$ cat config.mk
export PLATFORM = sky130hd
export DESIGN_NAME = iter_alu_exec
export DESIGN_NICKNAME = d
export VERILOG_FILES = /design/src/rtl/alu_pkg.sv /design/src/rtl/iter_shifter.sv /design/src/rtl/iter_alu_exec.sv
export SDC_FILE = /design/constraint.sdc
export NUM_CORES = 1
export LEC_CHECK = 0
export CAP_MARGIN = 20
export CORE_ASPECT_RATIO = 1.25
export CORE_MARGIN = 5
export CORE_UTILIZATION = 49
export DETAILED_ROUTE_END_ITERATION = 10
export HOLD_SLACK_MARGIN = 0.05
export PLACE_DENSITY = 0.74
export SLEW_MARGIN = 30
export SYNTH_ARGS = -nofsm -noshare
export SYNTH_HDL_FRONTEND = slang
export SYNTH_SLANG_ARGS = --single-unit
$ cat constraint.sdc
create_clock -name clk -period 3.39 [get_ports clk]
set_clock_uncertainty 0.1 [all_clocks]
set_input_delay 0.5085 -clock clk [delete_from_list [all_inputs] [get_ports clk]]
set_output_delay 0.5085 -clock clk [all_outputs]
set_load 0.01 [all_outputs]
$ cat src/rtl/alu_pkg.sv
// Shared types for the execute-stage ALU: operation codes, FSM states
// and a helper used by the datapath to route shift operations.
package alu_pkg;

  typedef enum logic [3:0] {
    OP_AND  = 4'b0000,
    OP_OR   = 4'b0001,
    OP_ADD  = 4'b0010,
    OP_SLL  = 4'b0011,
    OP_SRL  = 4'b0100,
    OP_SUB  = 4'b0101,
    OP_SRA  = 4'b0110,
    OP_SLT  = 4'b0111,
    OP_EQ   = 4'b1000,
    OP_NE   = 4'b1001,
    OP_LT   = 4'b1010,
    OP_GE   = 4'b1011,
    OP_XOR  = 4'b1100,
    OP_PASS = 4'b1111
  } alu_op_t;

  localparam logic [1:0] ST_IDLE  = 2'd0;
  localparam logic [1:0] ST_SHIFT = 2'd1;
  localparam logic [1:0] ST_DONE  = 2'd2;

  typedef enum logic [1:0] {
    IDLE  = ST_IDLE,
    SHIFT = ST_SHIFT,
    DONE  = ST_DONE
  } state_t;

  function automatic logic is_shift(input alu_op_t op);
    return (op == OP_SLL) || (op == OP_SRL) || (op == OP_SRA);
  endfunction

endpackage

$ cat src/rtl/iter_shifter.sv
// Bit-serial shifter: moves the accumulator one position per step and
// flags the step that completes the requested shift amount.
module iter_shifter
  import alu_pkg::*;
#(
  parameter int DATA_W  = 32,
  parameter int SHAMT_W = 5
) (
  input  logic               clk,
  input  logic               reset,
  input  logic               load,
  input  logic               step,
  input  alu_op_t            op,
  input  logic [DATA_W-1:0]  din,
  input  logic [SHAMT_W-1:0] shamt,
  output logic [DATA_W-1:0]  acc_nxt,
  output logic               done
);

  logic [DATA_W-1:0]  acc;
  logic [SHAMT_W-1:0] cnt;
  alu_op_t            op_q;

  // Single-position shift of the accumulator for the latched direction
  always_comb begin
    acc_nxt = acc;
    case (op_q)
      OP_SLL:  acc_nxt = {acc[DATA_W-2:0], 1'b0};
      OP_SRL:  acc_nxt = {1'b0, acc[DATA_W-1:1]};
      OP_SRA:  acc_nxt = {acc[DATA_W-1], acc[DATA_W-1:1]};
      default: acc_nxt = acc;
    endcase
  end

  // Last step: the value in acc_nxt is the final shifted result
  assign done = step && (cnt == SHAMT_W'(1));

  // Accumulator and remaining-count registers
  always_ff @(posedge clk) begin
    if (reset) begin
      acc  <= '0;
      cnt  <= '0;
      op_q <= OP_SLL;
    end else if (load) begin
      acc  <= din;
      cnt  <= shamt;
      op_q <= op;
    end else if (step) begin
      acc  <= acc_nxt;
      cnt  <= cnt - SHAMT_W'(1);
    end
  end

endmodule

$ cat src/rtl/iter_alu_exec.sv
// Execute-stage ALU with valid/ready handshake. Single-cycle ops are a
// combinational case; shifts are delegated to the bit-serial shifter.
module iter_alu_exec
  import alu_pkg::*;
#(
  parameter int DATA_W  = 32,
  parameter int SHAMT_W = 5
) (
  input  logic              clk,
  input  logic              reset,
  input  logic              in_valid,
  output logic              in_ready,
  input  logic [3:0]        Operation,
  input  logic [DATA_W-1:0] SrcA,
  input  logic [DATA_W-1:0] SrcB,
  output logic              out_valid,
  input  logic              out_ready,
  output logic [DATA_W-1:0] ALUResult,
  output logic              BrTaken,
  output logic              IllegalOp
);

  state_t             state;
  alu_op_t            op_in;
  logic [SHAMT_W-1:0] shamt;
  logic               accept;
  logic               start_shift;
  logic [DATA_W-1:0]  res_c;
  logic               br_c;
  logic               ill_c;
  logic               lt_s;
  logic [DATA_W-1:0]  sh_nxt;
  logic               sh_done;

  assign op_in       = alu_op_t'(Operation);
  assign shamt       = SrcB[SHAMT_W-1:0];
  assign in_ready    = (state == IDLE);
  assign out_valid   = (state == DONE);
  assign accept      = in_valid && in_ready;
  assign start_shift = accept && is_shift(op_in) && (shamt != '0);
  assign lt_s        = $signed(SrcA) < $signed(SrcB);

  iter_shifter #(
    .DATA_W  (DATA_W),
    .SHAMT_W (SHAMT_W)
  ) u_shifter (
    .clk     (clk),
    .reset   (reset),
    .load    (start_shift),
    .step    (state == SHIFT),
    .op      (op_in),
    .din     (SrcA),
    .shamt   (shamt),
    .acc_nxt (sh_nxt),
    .done    (sh_done)
  );

  // Single-cycle result; shift codes only land here with a zero amount
  always_comb begin
    res_c = '0;
    br_c  = 1'b0;
    ill_c = 1'b0;
    case (Operation)
      OP_AND:  res_c = SrcA & SrcB;
      OP_OR:   res_c = SrcA | SrcB;
      OP_XOR:  res_c = SrcA ^ SrcB;
      OP_ADD:  res_c = SrcA + SrcB;
      OP_SUB:  res_c = SrcA - SrcB;
      OP_SLL, OP_SRL, OP_SRA: res_c = SrcA;
      OP_SLT:  res_c = DATA_W'(lt_s);
      OP_EQ: begin
        br_c  = (SrcA == SrcB);
        res_c = DATA_W'(br_c);
      end
      OP_NE: begin
        br_c  = (SrcA != SrcB);
        res_c = DATA_W'(br_c);
      end
      OP_LT: begin
        br_c  = lt_s;
        res_c = DATA_W'(br_c);
      end
      OP_GE: begin
        br_c  = !lt_s;
        res_c = DATA_W'(br_c);
      end
      OP_PASS: res_c = SrcB;
      default: ill_c = 1'b1;
    endcase
  end

  // Control FSM and registered outputs
  always_ff @(posedge clk) begin
    if (reset) begin
      state     <= IDLE;
      ALUResult <= '0;
      BrTaken   <= 1'b0;
      IllegalOp <= 1'b0;
    end else begin
      case (state)
        IDLE: begin
          if (start_shift) begin
            state <= SHIFT;
          end else if (accept) begin
            ALUResult <= res_c;
            BrTaken   <= br_c;
            IllegalOp <= ill_c;
            state     <= DONE;
          end
        end
        SHIFT: begin
          if (sh_done) begin
            ALUResult <= sh_nxt;
            BrTaken   <= 1'b0;
            IllegalOp <= 1'b0;
            state     <= DONE;
          end
        end
        DONE: begin
          if (out_ready) state <= IDLE;
        end
        default: state <= IDLE;
      endcase
    end
  end

endmodule
== Yosys cells after proc, flatten, opt, wreduce, memory -nomap -nowiden ==
Cells that the tools add are included.

* Register bits: 77
* Latch bits: 0
* Bits in writable memories: 0
* Memory bits (read-only): 0
* Bits of input ports: 72
* Output and inout port bits: 36
* Logic and storage cells: 81
* Memories: 0

* $add $sub $neg: 3
* Multipliers: 0
* Divide/modulo/power cells: 0
* Magnitude comparators: 1
* Equal/unequal tests: 26
* Shift operators: 0
* Muxes and demuxes: 24
* Bitwise operators: 3
* Reduce and logical (&&, ||, !) cells: 17

{| class="wikitable"
|+ Operators by type and width
! operator !! count
|-
| case mux 32 bit (11 select lines) || 1
|-
| two-way mux 32 bit || 5
|-
| case mux 32 bit (3 select lines) || 1
|-
| case mux 32 bit (2 select lines) || 1
|-
| adder 32 bit || 1
|-
| bitwise AND 32 bit || 1
|-
| == test 32 bit || 1
|-
| less-than comparator 32 bit || 1
|-
| != test 32 bit || 1
|-
| bitwise OR 32 bit || 1
|-
| subtractor 32 bit || 1
|-
| XOR 32 bit || 1
|-
| == test 4 x 3 -> 1 bit, second input constant || 6
|-
| == test 4 bit, second input constant || 6
|-
| OR reduction 14 bit || 1
|-
| == test 4 x 2 -> 1 bit, second input constant || 3
|-
| two-way mux 5 bit || 2
|-
| two-way mux 2 bit || 4
|-
| two-way mux 1 bit || 6
|-
| case mux 2 bit (3 select lines) || 1
|-
| == test 5 x 1 -> 1 bit, second input constant || 1
|-
| nonzero test 5 bit || 1
|-
| subtractor 5 x 1 -> 5 bit, second input constant || 1
|-
| == test 4 x 1 -> 1 bit, second input constant || 1
|-
| other kinds (17) || 25
|}

== Longest topological paths before layout ==
Gate-level depths: netlist (run 1).

* Word-level depth: 7
* Gate-level depth with buffers: 13
* Gate-level depth less buffers: 13

== By module ==
Synthesis (run 1) repeated with hierarchy kept, for this count alone.

* Cell total of the unflattened synthesis: 1383
* Area total of the unflattened synthesis: 10163.5 um^2

{| class="wikitable"
|+ Modules (own cells, without submodules)
! module !! times used !! cells an instance !! area an instance (um^2) !! sequential area each (um^2)
|-
| iter_alu_exec || 1 || 1046 || 7347.0 || 720.7
|-
| iter_shifter || 1 || 337 || 2816.5 || 820.8
|}

== Least setup slack after synthesis (run 1) ==
No wires, ideal clock.

* Path type: input-to-reg
* From: in SrcA[0]
* To: reg BrTaken
* Setup time: 70 ps
* Arrival time: 3181 ps
* Required time: 3220 ps
* Slack: 38 ps
* Stages: 13
* Path buffers: 0
* Cells stage by stage: inv_1 > ha_1 > fa_1 > o21bai_1 > nand2_2 > a2111oi_4 > nor4_1 > o21a_1 > o2111a_2 > nor3_4 > xnor2_1 > or4_1 > a21oi_1

* Cells in the longest elaborated chain, start to end: 6
* Elaborated cells on any way between the ends: 8
* Those cells by class: 1 x order compare; 2 x eq/ne; 4 x mux; 1 x reduce/logical

{| class="wikitable"
|+ RTL lines
! what !! line !! text
|-
| from (decl) || iter_alu_exec.sv:14 || <nowiki>input logic [DATA_W-1:0] SrcA,</nowiki>
|-
| less-than comparator 32 bit || iter_alu_exec.sv:41 || <nowiki>assign lt_s = $signed(SrcA) < $signed(SrcB);</nowiki>
|-
| zero test 1 bit || iter_alu_exec.sv:84 || <nowiki>br_c = !lt_s;</nowiki>
|-
| case mux 1 bit (4 select lines) (*) || iter_alu_exec.sv:63 || <nowiki>case (Operation)</nowiki>
|-
| two-way mux 1 bit (*) || iter_alu_exec.sv:104 || <nowiki>end else if (accept) begin</nowiki>
|-
| two-way mux 1 bit (*) || iter_alu_exec.sv:102 || <nowiki>if (start_shift) begin</nowiki>
|-
| case mux 1 bit (2 select lines) (*) || iter_alu_exec.sv:100 || <nowiki>case (state)</nowiki>
|-
| to (signal assigned) || iter_alu_exec.sv:106 || <nowiki>BrTaken <= br_c;</nowiki>
|-
| to (decl) || iter_alu_exec.sv:19 || <nowiki>output logic BrTaken,</nowiki>
|}

Mark *: on every way between the ends. The rest lies on a longest branch, timed or not. The select of a mux whose other input is x is not followed.
A chain may end at the register's enable or synchronous reset.

== Worst setup path in the final report (run 1) ==
* From: in SrcB[28]
* To: reg BrTaken

* Cells in the longest elaborated chain, start to end: 6
* Elaborated cells on any way between the ends: 8
* Those cells by class: 1 x order compare; 2 x eq/ne; 4 x mux; 1 x reduce/logical

{| class="wikitable"
|+ RTL lines
! what !! line !! text
|-
| from (decl) || iter_alu_exec.sv:15 || <nowiki>input logic [DATA_W-1:0] SrcB,</nowiki>
|-
| less-than comparator 32 bit || iter_alu_exec.sv:41 ||
|-
| zero test 1 bit || iter_alu_exec.sv:84 ||
|-
| case mux 1 bit (4 select lines) (*) || iter_alu_exec.sv:63 ||
|-
| two-way mux 1 bit (*) || iter_alu_exec.sv:104 ||
|-
| two-way mux 1 bit (*) || iter_alu_exec.sv:102 ||
|-
| case mux 1 bit (2 select lines) (*) || iter_alu_exec.sv:100 ||
|}

Marks and branches as above.

==> impl_results.md, run 1 <==
- Outcome: completed
- Mapped Nets: roughly 1600
- Share of cells above drive strength 1: 0.272
- Largest net degree at the start of global routing: 57
- Full die area: approximately 0.022 mm²
- DRC Markers: 0
- Antenna Nets Post-Route: 0
- PwrDens: 289 mW/mm²
- Final Util: 0.725
- Number of global-route vias before repair: 11500
- Die width: roughly 130 µm
- Final clock period utilization by the worst path: 0.984
- Synthesized area per cell: slightly below 7 µm²
- Gr busiest metal: met2
- Seq/Total Area, Yosys: 0.163
- Hpwl dp: roughly 32000 µm
- Post-DR vias/cell: between 6 and 7
- Layout net count: between 1500 and 2000
- CTS tree: built
- Routed wire length: approximately 42000 µm
- Hold Buf Count CTS: 0
- Most numerous cell in the Yosys netlist: a21oi_1
- Via count: between 10000 and 15000
- GP Congestion: roughly 1.1
- Pins Over Slew Limit: 0
- Cell count after placement: just under 2000
- Ys flop type: dfxtp_1
- GRT Resource Usage Total: 0.362
- Height of the die: 166 µm
- Final min period: ~3.3 ns
- Final setup fails: 0
- Core Box Area: 0.0193 mm²
- Total power: between 4 and 5 mW
- Max Cap Viol: 0
- CTS root buf: clkbuf_16
- CP peak stage delay: between 0.6 and 0.7 ns
- CP Class: primary input to register
- Row count: between 50 and 60
- Crit path max-delay family: simple AND/OR/NAND/NOR gates
- Startpoint Class: primary input
- Clk buf depth: 2
- Top cell type's share of synthesized area: 0.163
- # IOs: 108
- Area contributors post-synth: dfxtp_1, ha_1, a21oi_1
- H-tree levels: 3
- First-pass GRT wire length: between 60000 and 70000 µm
- Worst path required time: between 3 and 4 ns
- Min-Delay Path Class: register to register
- Number of synthesized flops with an enable pin: 0
- CTS Buf Count: 9
- Yosys cell types: between 70 and 80
- Initial Utilization: 0.493
- YS warnings: 0
- Clk slew on worst S/H paths: roughly 0.070 ns
- PortBufs: 107
- Worst setup EP type: register
- Critical Path AT: between 3 and 4 ns
- Fmax: between 200 and 300 MHz
- #FFs+latches synth: 77
- Worst Path Buf+Inv: 3
- CP Cell Sequence: clkdlybuf4s50_1 > inv_1 > ha_1 > or4_1 > nor2b_2 > nand3_2 > nor4_2 > buf_4 > nor3_4 > xnor2_1 > or4_1 > a21oi_1
- Slowest CP cell: or4_1
- Crit-path max FO: 2
- Async SR Flop Fraction: 0
- Final TNS setup: 0 ns
- Synth area leader: dfxtp_1
- Initial antenna violation count: 1
- Post-Syn Area: around 0.0095 mm²
- Routed wire per std cell: between 20 and 25 µm
- Worst skew pair latency: 0.34 ns
- Ant. Diodes: 0
- Worst IR Drop VDD: 0.244 mV
- Top post-synthesis cells by count: a21oi_1, nand2_1, ha_1
- Leak: 6.04 nW
- Worst Tran Pin Value: between 0.6 and 0.7 ns
- Total gr overflow: 0
- Met3 usage: 0.0503
- Fin. Hold Viols: 0
- CP most frequent cell: or4_1
- 1st-pass router iterations: 7
- Post-synthesis cell count: around 1400
- Non-filler cells, final: about 2000
- Clock Sinks: between 70 and 80
- Iter 0 DRT Violations: roughly 1700
- Relative slew slack: 0.550
- Routing usage on met1: 0.483
- Met2 Use GR: 0.576
- Layout area overhead: 47.1%
==> metal layers <==
metal / share of wire / vias to the layer above
met3: 0.090 / 164
li1: - / 5756
met5: 0.00031 / -
met1: 0.41 / 5975
met2: 0.45 / 742
met4: 0.048 / 2
==> report_power, final <==
part           switching, mW  total [mW]  internal, mW  leakage [nW]
logic                   1.03        1.95         0.920          5.27
registers             0.0511        1.01         0.963         0.628
clock network          0.421        1.06         0.642         0.147
total                   1.51        4.03          2.52          6.04
==> cell type report <==
type / instances / area (µm²)
sequential: 77 / 1540
fill: 1584 / 5300
tap: 236 / 295
timing repair buffer: 456 / 3820
clock buffer: 9 / 225
clock inverter: 6 / 88.8
inverter: 101 / 379
multi-input combinational: 1085 / 7610
==> what timing repair did <==
action                     4_1_cts  5_1_grt
pin swaps                       23       39
setup endpoints to repair       21       25
buffers inserted                18        6
resized for setup               40       87
==> worst reg2reg max path, delay by kind of cell (launching register included) <==
kind                   cells  cell delay, ns
AO/OA/AOI/OAI              4            0.99
buffers and inverters      1            0.22
flip-flops                 1            0.34
AND/OR/NAND/NOR            5            0.95
==> registers in the layout, summed over array words and instances, names as in the netlist <==
name / flops
ALUResult: 32
BrTaken: 1
state: 2
u_shifter.op_q: 4
u_shifter.cnt: 5
IllegalOp: 1
u_shifter.acc: 32
==> through the flow <==
stage	hold WS [ns]	instance area, µm²	setup slack [ns]
floorplan	0.344	9490	0.0381
global placement	0.356	13000	-0.626
detailed placement	0.372	13000	-0.659
CTS	0.380	13600	0.00284
global route	0.402	14000	-0.00975
finish	0.378	14000	0.0537
==> worst paths after layout <==
kind,cells past startpoint,slack [ns],to,startpoint
setup / recovery,12,0.05,BrTaken,SrcB[28]
hold / removal,2,0.38,BrTaken,BrTaken
setup reg to reg,10,0.65,ALUResult[24],u_shifter.op_q[3]
hold reg to reg,2,0.38,BrTaken,BrTaken
==> layout by cell type, fill, tap and decap left out, drive strengths merged, types with 6 or more instances in the layout <==
| cell type | netlist | routed |
|---|---|---|
| a31oi | 40 | 40 |
| o21bai | 13 | 13 |
| nor2b | 16 | 16 |
| o22ai | 14 | 14 |
| mux2i | 10 | 10 |
| ha | 110 | 110 |
| nand4 | 11 | 11 |
| buf | 12 | 350 |
| nand3b | 8 | 8 |
| nor4 | 19 | 19 |
| and2 | 8 | 8 |
| o21a | 15 | 15 |
| a221oi | 16 | 16 |
| inv | 98 | 99 |
| a21oi | 163 | 163 |
| o21ai | 64 | 64 |
| nor3b | 10 | 10 |
| o31ai | 11 | 11 |
| a22o | 6 | 6 |
| o31a | 6 | 6 |
| nand2b | 9 | 9 |
| dlymetal6s2s | 0 | 20 |
| dfxtp | 77 | 77 |
| a211oi | 12 | 12 |
| a22oi | 53 | 53 |
| a221o | 10 | 10 |
| clkbuf | 93 | 9 |
| clkdlybuf4s50 | 0 | 82 |
| o221ai | 11 | 11 |
| nand3 | 31 | 31 |
| o211ai | 22 | 22 |
| nand2 | 160 | 160 |
| nor2 | 87 | 87 |
| a21o | 15 | 15 |
| o2111ai | 9 | 9 |
| and3 | 9 | 9 |
| nor3 | 41 | 41 |
==> cells by family after synthesis <==
| group | after synthesis | share of synthesized area |
|---|---|---|
| xor+xnor | 7 | 0.00646 |
| simple gates | 425 | 0.213 |
| flops | 77 | 0.163 |
| mux | 10 | 0.0106 |
| fa+ha+maj | 112 | 0.149 |
| buf+inv | 206 | 0.0848 |
| compound gates | 531 | 0.374 |
Note: power is estimated with default switching activity, not from simulation.
==> run 2, diff against run 1 <==
- PLACE_DENSITY: 0.74 -> 0.71
- clock period: 3.39 -> 3.8 ns (I/O delays scaled with it)
==> run 2 against run 1 <==
Compared with the run above: sequential power fell by 10%; highest routed layer unchanged; largest cell class unchanged; critical endpoint is now ALUResult[23]; final area fell by 9.6%; sequential cell count did not move; critical path type unchanged.
==> impl_results.md, run 2 (synthesis results as in run 1) <==
- CP Cell Sequence: clkdlybuf4s50_1 > inv_1 > ha_1 > a211oi_1 > o21a_1 > a21oi_2 > a41oi_1 > o41a_1 > buf_4 > o21ai_0 > a221oi_1 > buf_4 > o22ai_1
- CTS root buf: clkbuf_16
- DRC Markers: 0 (unchanged)
- Met3 wire len: 4550 µm (+19%)
- Fmax: around 270 MHz
- Worst-case reg-to-reg path depth: 9 (-1)
- Antenna Nets Post-Route: 0 (unchanged)
- Hold path depth: 2 (unchanged)
- PwrDens: 272 mW/mm² (-5.8%)
- M1 WL: 16400 µm (-6.3%)
- Full die area: 0.0223 mm² (unchanged)
- Non-filler cells, final: 1849 (-6.1%)
- Min-Delay Path Class: register to register
- Relative slew slack: 0.479 (-0.0714)
- Number of global-route vias before repair: 11200 (-2.5%)
- Min Hold Slack: 0.371 ns (-0.00704 ns)
- Routed wire per std cell: 21.6 µm (+0.27%)
- Met2 wire len: 17700 µm (-7.4%)
- Hold Buf Count CTS: 0 (unchanged)
- Reg-to-Reg Start: u_shifter.op_q[1]
- Max Cap Viol: 0 (unchanged)
- H-tree levels: 3 (unchanged)
- Core Box Area: 0.0193 mm² (unchanged)
- Crit path max-delay family: compound AO/OA/AOI/OAI gates
- Crit-path max FO: 4 (+2)
- CP most frequent cell: buf_4
- CTS tree: built
- Post-DR vias/cell: 6.45 (+0.46%)
- Pins Over Slew Limit: 0 (unchanged)
- Worst Tran Pin Value: 0.762 ns (+0.0930 ns)
- Leak: 5.25 nW (-13%)
- Via count: 11900 (-5.7%)
- RSZ-0062 raised after global routing: false
- Slowest CP cell: clkdlybuf4s50_1
- CTS Buf Count: 9 (unchanged)
- Design area: 0.0126 mm² (-9.6%)
- GP Congestion: 0.996 (-6.4%)
- Hold path endpoint: BrTaken
- Die width: 134 µm (unchanged)
- Iter 0 DRT Violations: 1522 (-8.6%)
- Clk slew on worst S/H paths: 0.06 ns (about the same)
- Share of cells above drive strength 1: 0.178 (-0.0937)
- Final min period: about 3.7 ns
- Height of the die: 166 µm (unchanged)
- Top layer in use: met5
- Row count: 57 (unchanged)
- Commonest non-fill, non-tap cell in the layout: buf_4
- Largest net degree at the start of global routing: 46 (-19%)
- Hold Crit Start: BrTaken
- Final setup fails: 0 (unchanged)
- Worst reg-to-reg setup slack: 0.95 ns (+0.30 ns)
- Clk buf depth: 2 (unchanged)
- Worst skew pair latency: 0.35 ns (about the same)
- CP Class: primary input to register
- Worst IR Drop VDD: 0.196 mV (-20%)
- Critical Path AT: 3.82 ns (+0.31 ns)
- Initial Utilization: 0.493 (unchanged)
- Worst Path Buf+Inv: 4 (+1)
- Routed wire length: 39900 µm (-5.9%)
- Final Util: 0.655 (-0.0698)
- Regs by FF count: ALUResult: 32 flops, u_shifter.acc: 32 flops, u_shifter.cnt: 5 flops
- Clock Sinks: 77 (unchanged)
- Cell count after placement: 1834 (-5.0%)
- Setup crit start: SrcA[1]
- 1st-pass router iterations: 8 (+1)
- Commonest non-fill, non-tap cells in the layout: buf_4, nand2_1, a21oi_1
- Worst setup EP type: register
- Fin. Hold Viols: 0 (unchanged)
- Dpl ws: -0.304 ns (+0.355 ns)
- CP peak stage delay: 0.50 ns (-0.12 ns)
- Worst path required time: 3.92 ns (+0.36 ns)
- R2R Path End: ALUResult[24]
- Hpwl dp: 31000 µm (-4.0%)
- Setup ws final: 0.0995 ns (+0.0458 ns)
- Ant. Diodes: 0 (unchanged)
- PortBufs: 107 (unchanged)
- Outcome: completed
- Startpoint Class: primary input
- Total power: 3.43 mW (-15%)
- # IOs: 108 (unchanged)
- GRT Resource Usage Total: 0.348 (-0.0137)
- Final clock period utilization by the worst path: 0.974
- Layout net count: 1793 (-6.3%)
- Dpl cell area: 0.0122 mm² (-6.0%)
- Final TNS setup: 0 ns (unchanged)
- First-pass GRT wire length: 61300 µm (-3.4%)
- Initial antenna violation count: 2 (+1)
- Layout area overhead: 33.0%
- Total gr overflow: 0 (unchanged)
==> run 2: cell types whose count changed in the layout (fill, tap and decap cells not counted), moves of 5 or more <==
cell             change
buf_4              -114
clkdlybuf4s50_1     +24
dlymetal6s2s_1      -20
ha_1                +17
inv_2               -16
inv_1               +15
ha_4                -14
a21oi_1              +6
o21ai_0              +6
a21oi_2              -5
==> run 2: power by group <==
part	switching (mW)	internal [mW]	leakage [nW]
combinational	0.845	0.679	4.45
clock	0.364	0.639	0.165
sequential	0.0447	0.859	0.628
==> run 2: how the worst max path moves through the flow <==
stage                     cells past startpoint  slack [ns]             to
after detailed placement                     14       -0.30        BrTaken
after CTS                                    14        0.03        BrTaken
final                                        13         0.1  ALUResult[23]
after global routing                         14        0.02  ALUResult[26]
after global placement                       14       -0.29        BrTaken
after floorplan                              13        0.39        BrTaken
==> run 2: final cells by class <==
| cell class | instances | area [µm²] |
|---|---|---|
| sequential | 77 | 1540 |
| fill | 1751 | 6650 |
| inverter | 101 | 379 |
| timing repair buffer | 335 | 2800 |
| tap | 236 | 295 |
| clock inverter | 6 | 113 |
| clock buffer | 9 | 225 |
| multi-input combinational | 1085 | 7250 |
==> run 2: timing repair <==
action,4_1_cts,5_1_grt
gates resized for setup,0,17
setup buffers,0,0
setup endpoints to repair,0,14
==> run 2: per-layer routing <==
layer | track usage | vias up
li1 | - | 5512
met1 | 0.470 | 5536
met2 | 0.549 | 745
met3 | 0.0733 | 120
met4 | 0.124 | 4
met5 | 0 | -
==> run 2: tightest hold or removal path: stages (launching register included) <==
cell and delay (ns):
dfxtp_1 0.32, nand2_1 0.06, a21oi_1 0.05
==> run 3, diff against run 2 <==
- GPL_ROUTABILITY_DRIVEN: default -> 0
==> run 3 against run 2 <==
Compared with the run above: first-iteration DRC count up 11%; hold slack got worse by 0.0057 ns; combinational power decreased by 4%; routed wire length is 8.9% lower; clock power about the same; die area unchanged; count of clock-buffer cells in the layout is the same; largest power group unchanged; via count down 1.9%; worst setup slack gained 0.057 ns; highest routed layer is now met4; sequential power about the same; critical path depth is 1 higher; critical path type unchanged; final cell count shrank 1.9%.
==> impl_results.md, run 3 (synthesis results as in run 1) <==
- Outcome: completed
- Final clock period utilization by the worst path: 0.959 (-0.0151)
- Min Hold Slack: 0.365 ns (-0.00569 ns)
- Iter 0 DRT Violations: 1689 (+11%)
- Clk slew on worst S/H paths: 0.07 ns (about the same)
- Regs by FF count: ALUResult: 32 flops, u_shifter.acc: 32 flops, u_shifter.cnt: 5 flops
- Worst-case reg-to-reg path depth: 9 (unchanged)
- Reg-to-Reg Start: u_shifter.op_q[1]
- Hold Crit Start: BrTaken
- Total gr overflow: 0 (unchanged)
- Crit-path max FO: 3 (-1)
- Leak: 5.05 nW (-3.8%)
- CP Cell Sequence: clkdlybuf4s50_1 > inv_1 > buf_4 > ha_1 > o21bai_1 > a21oi_1 > nand3_1 > a31oi_1 > or3_1 > nand3_1 > a21o_1 > a221o_1 > nand3_1 > o221ai_1
- Worst IR Drop VDD: 0.240 mV (+23%)
- Crit path max-delay family: compound AO/OA/AOI/OAI gates
- Worst Tran Pin Value: 0.753 ns (-0.00895 ns)
- Total power: 3.32 mW (-3.1%)
- Clock Sinks: 77 (unchanged)
- Antenna Nets Post-Route: 0 (unchanged)
- Hpwl dp: 27900 µm (-9.8%)
- RSZ-0062 raised after global routing: true
- Setup ws final: 0.157 ns (+0.0573 ns)
- CP peak stage delay: 0.56 ns (+0.06 ns)
- Row count: 57 (unchanged)
- Fin. Hold Viols: 0 (unchanged)
- Layout net count: 1756 (-2.1%)
- CTS tree: built
- Clk buf depth: 2 (unchanged)
- Cell count after placement: 1796 (-2.1%)
- CP most frequent cell: nand3_1
- Final setup fails: 0 (unchanged)
- Fmax: 274 MHz (+1.6%)
- CP Class: primary input to register
- Ant. Diodes: 0 (unchanged)
- First-pass GRT wire length: 57800 µm (-5.6%)
- Pins Over Slew Limit: 0 (unchanged)
- Routed wire per std cell: 20.1 µm (-7.1%)
- Largest net degree at the start of global routing: 49 (+6.5%)
- Initial antenna violation count: 1 (-1)
- CTS root buf: clkbuf_16
- Dpl ws: -0.288 ns (+0.0158 ns)
- DRC Markers: 0 (unchanged)
- Via count: 11700 (-1.9%)
- PwrDens: 270 mW/mm² (-0.62%)
- Worst path required time: 3.91 ns (about the same)
- Max Cap Viol: 0 (unchanged)
- H-tree levels: 3 (unchanged)
- 1st-pass router iterations: 6 (-2)
- Height of the die: 166 µm (unchanged)
- Worst skew pair latency: 0.35 ns (about the same)
- Hold path depth: 2 (unchanged)
- Post-DR vias/cell: 6.45 (about the same)
- Critical Path AT: 3.75 ns (-0.07 ns)
- Final min period: 3.64 ns (-0.0573 ns)
- Full die area: 0.0223 mm² (unchanged)
- Worst reg-to-reg setup slack: 1.05 ns (+0.10 ns)
- Final Util: 0.638 (-0.0166)
- R2R Path End: ALUResult[24]
- CTS Buf Count: 9 (unchanged)
- Initial Utilization: 0.493 (unchanged)
- Commonest non-fill, non-tap cell in the layout: buf_4
- Hold path endpoint: BrTaken
- Share of cells above drive strength 1: 0.156 (-0.0219)
- Worst Path Buf+Inv: 3 (-1)
- Startpoint Class: primary input
- Non-filler cells, final: 1813 (-1.9%)
- # IOs: 108 (unchanged)
- Worst setup EP type: register
- Hold Buf Count CTS: 0 (unchanged)
- Routed wire length: 36400 µm (-8.9%)
- Die width: 134 µm (unchanged)
- Relative slew slack: 0.498 (+0.0191)
- PortBufs: 107 (unchanged)
- Commonest non-fill, non-tap cells in the layout: buf_4, a21oi_1, nand2_1
- Number of global-route vias before repair: 10900 (-2.2%)
- GRT Resource Usage Total: 0.323 (-0.0246)
- Slowest CP cell: clkdlybuf4s50_1
- Layout area overhead: 29.6%
- Core Box Area: 0.0193 mm² (unchanged)
- Min-Delay Path Class: register to register
## run 3: changes by cell type in the layout (fill, tap and decap cells not counted), moves of 2 or more
| cell | change |
|---|---|
| o41ai_2 | -2 |
| o41ai_1 | +2 |
| inv_6 | +2 |
| buf_4 | -37 |
## run 3: power by group
group,total (mW),switching (mW),internal [mW]
Combinational,1.46,0.812,0.644
Clock,0.965,0.380,0.586
Sequential,0.902,0.0436,0.859
Total,3.32,1.24,2.09
## run 3: how the worst max path moves through the flow
stage                  from            end  slack, ns  depth (start not counted)
finish              SrcB[1]  ALUResult[27]       0.16                         14
floorplan           SrcA[0]        BrTaken       0.39                         13
global route        SrcB[0]  ALUResult[30]      -0.01                         15
CTS                 SrcA[0]        BrTaken       0.05                         14
detailed placement  SrcA[0]        BrTaken      -0.29                         14
global placement    SrcA[0]        BrTaken      -0.27                         14
## run 3: layer usage
| layer | vias up | track usage | part of all wire |
|---|---|---|---|
| met5 | - | 0 | 0 |
| met4 | 0 | 0.137 | 0.040 |
| met3 | 126 | 0.0527 | 0.11 |
| met2 | 735 | 0.516 | 0.45 |
| met1 | 5388 | 0.433 | 0.40 |
| li1 | 5438 | - | - |
## run 3: final cells by class
| cell class | instances | area (µm²) |
|---|---|---|
| Timing Repair Buffer | 298 | 2520 |
| Clock buffer | 9 | 225 |
| Inverter | 101 | 379 |
| Sequential cell | 77 | 1540 |
| Fill cell | 1766 | 6960 |
| Multi-Input combinational cell | 1085 | 7220 |
| Tap cell | 236 | 295 |
| Clock inverter | 7 | 105 |
## run 3: worst min-delay path, cell delays in order, from the launching register on
cell     delay, ns
dfxtp_1       0.32
nand2_1       0.05
a21oi_1       0.05
## run 3: repair_timing
action,in CTS,in global routing
resized for setup,0,10
setup endpoints to repair,0,12
buffers inserted,0,1
## run 3: through the flow
stage          instance area [µm²]  setup TNS [ns]
3_3_place_gp                 11900           -2.06
6_report                     12300               0
3_5_place_dp                 11900           -2.70
2_1_floorplan                 9490               0
4_1_cts                      12200               0
5_1_grt                      12300         -0.0113
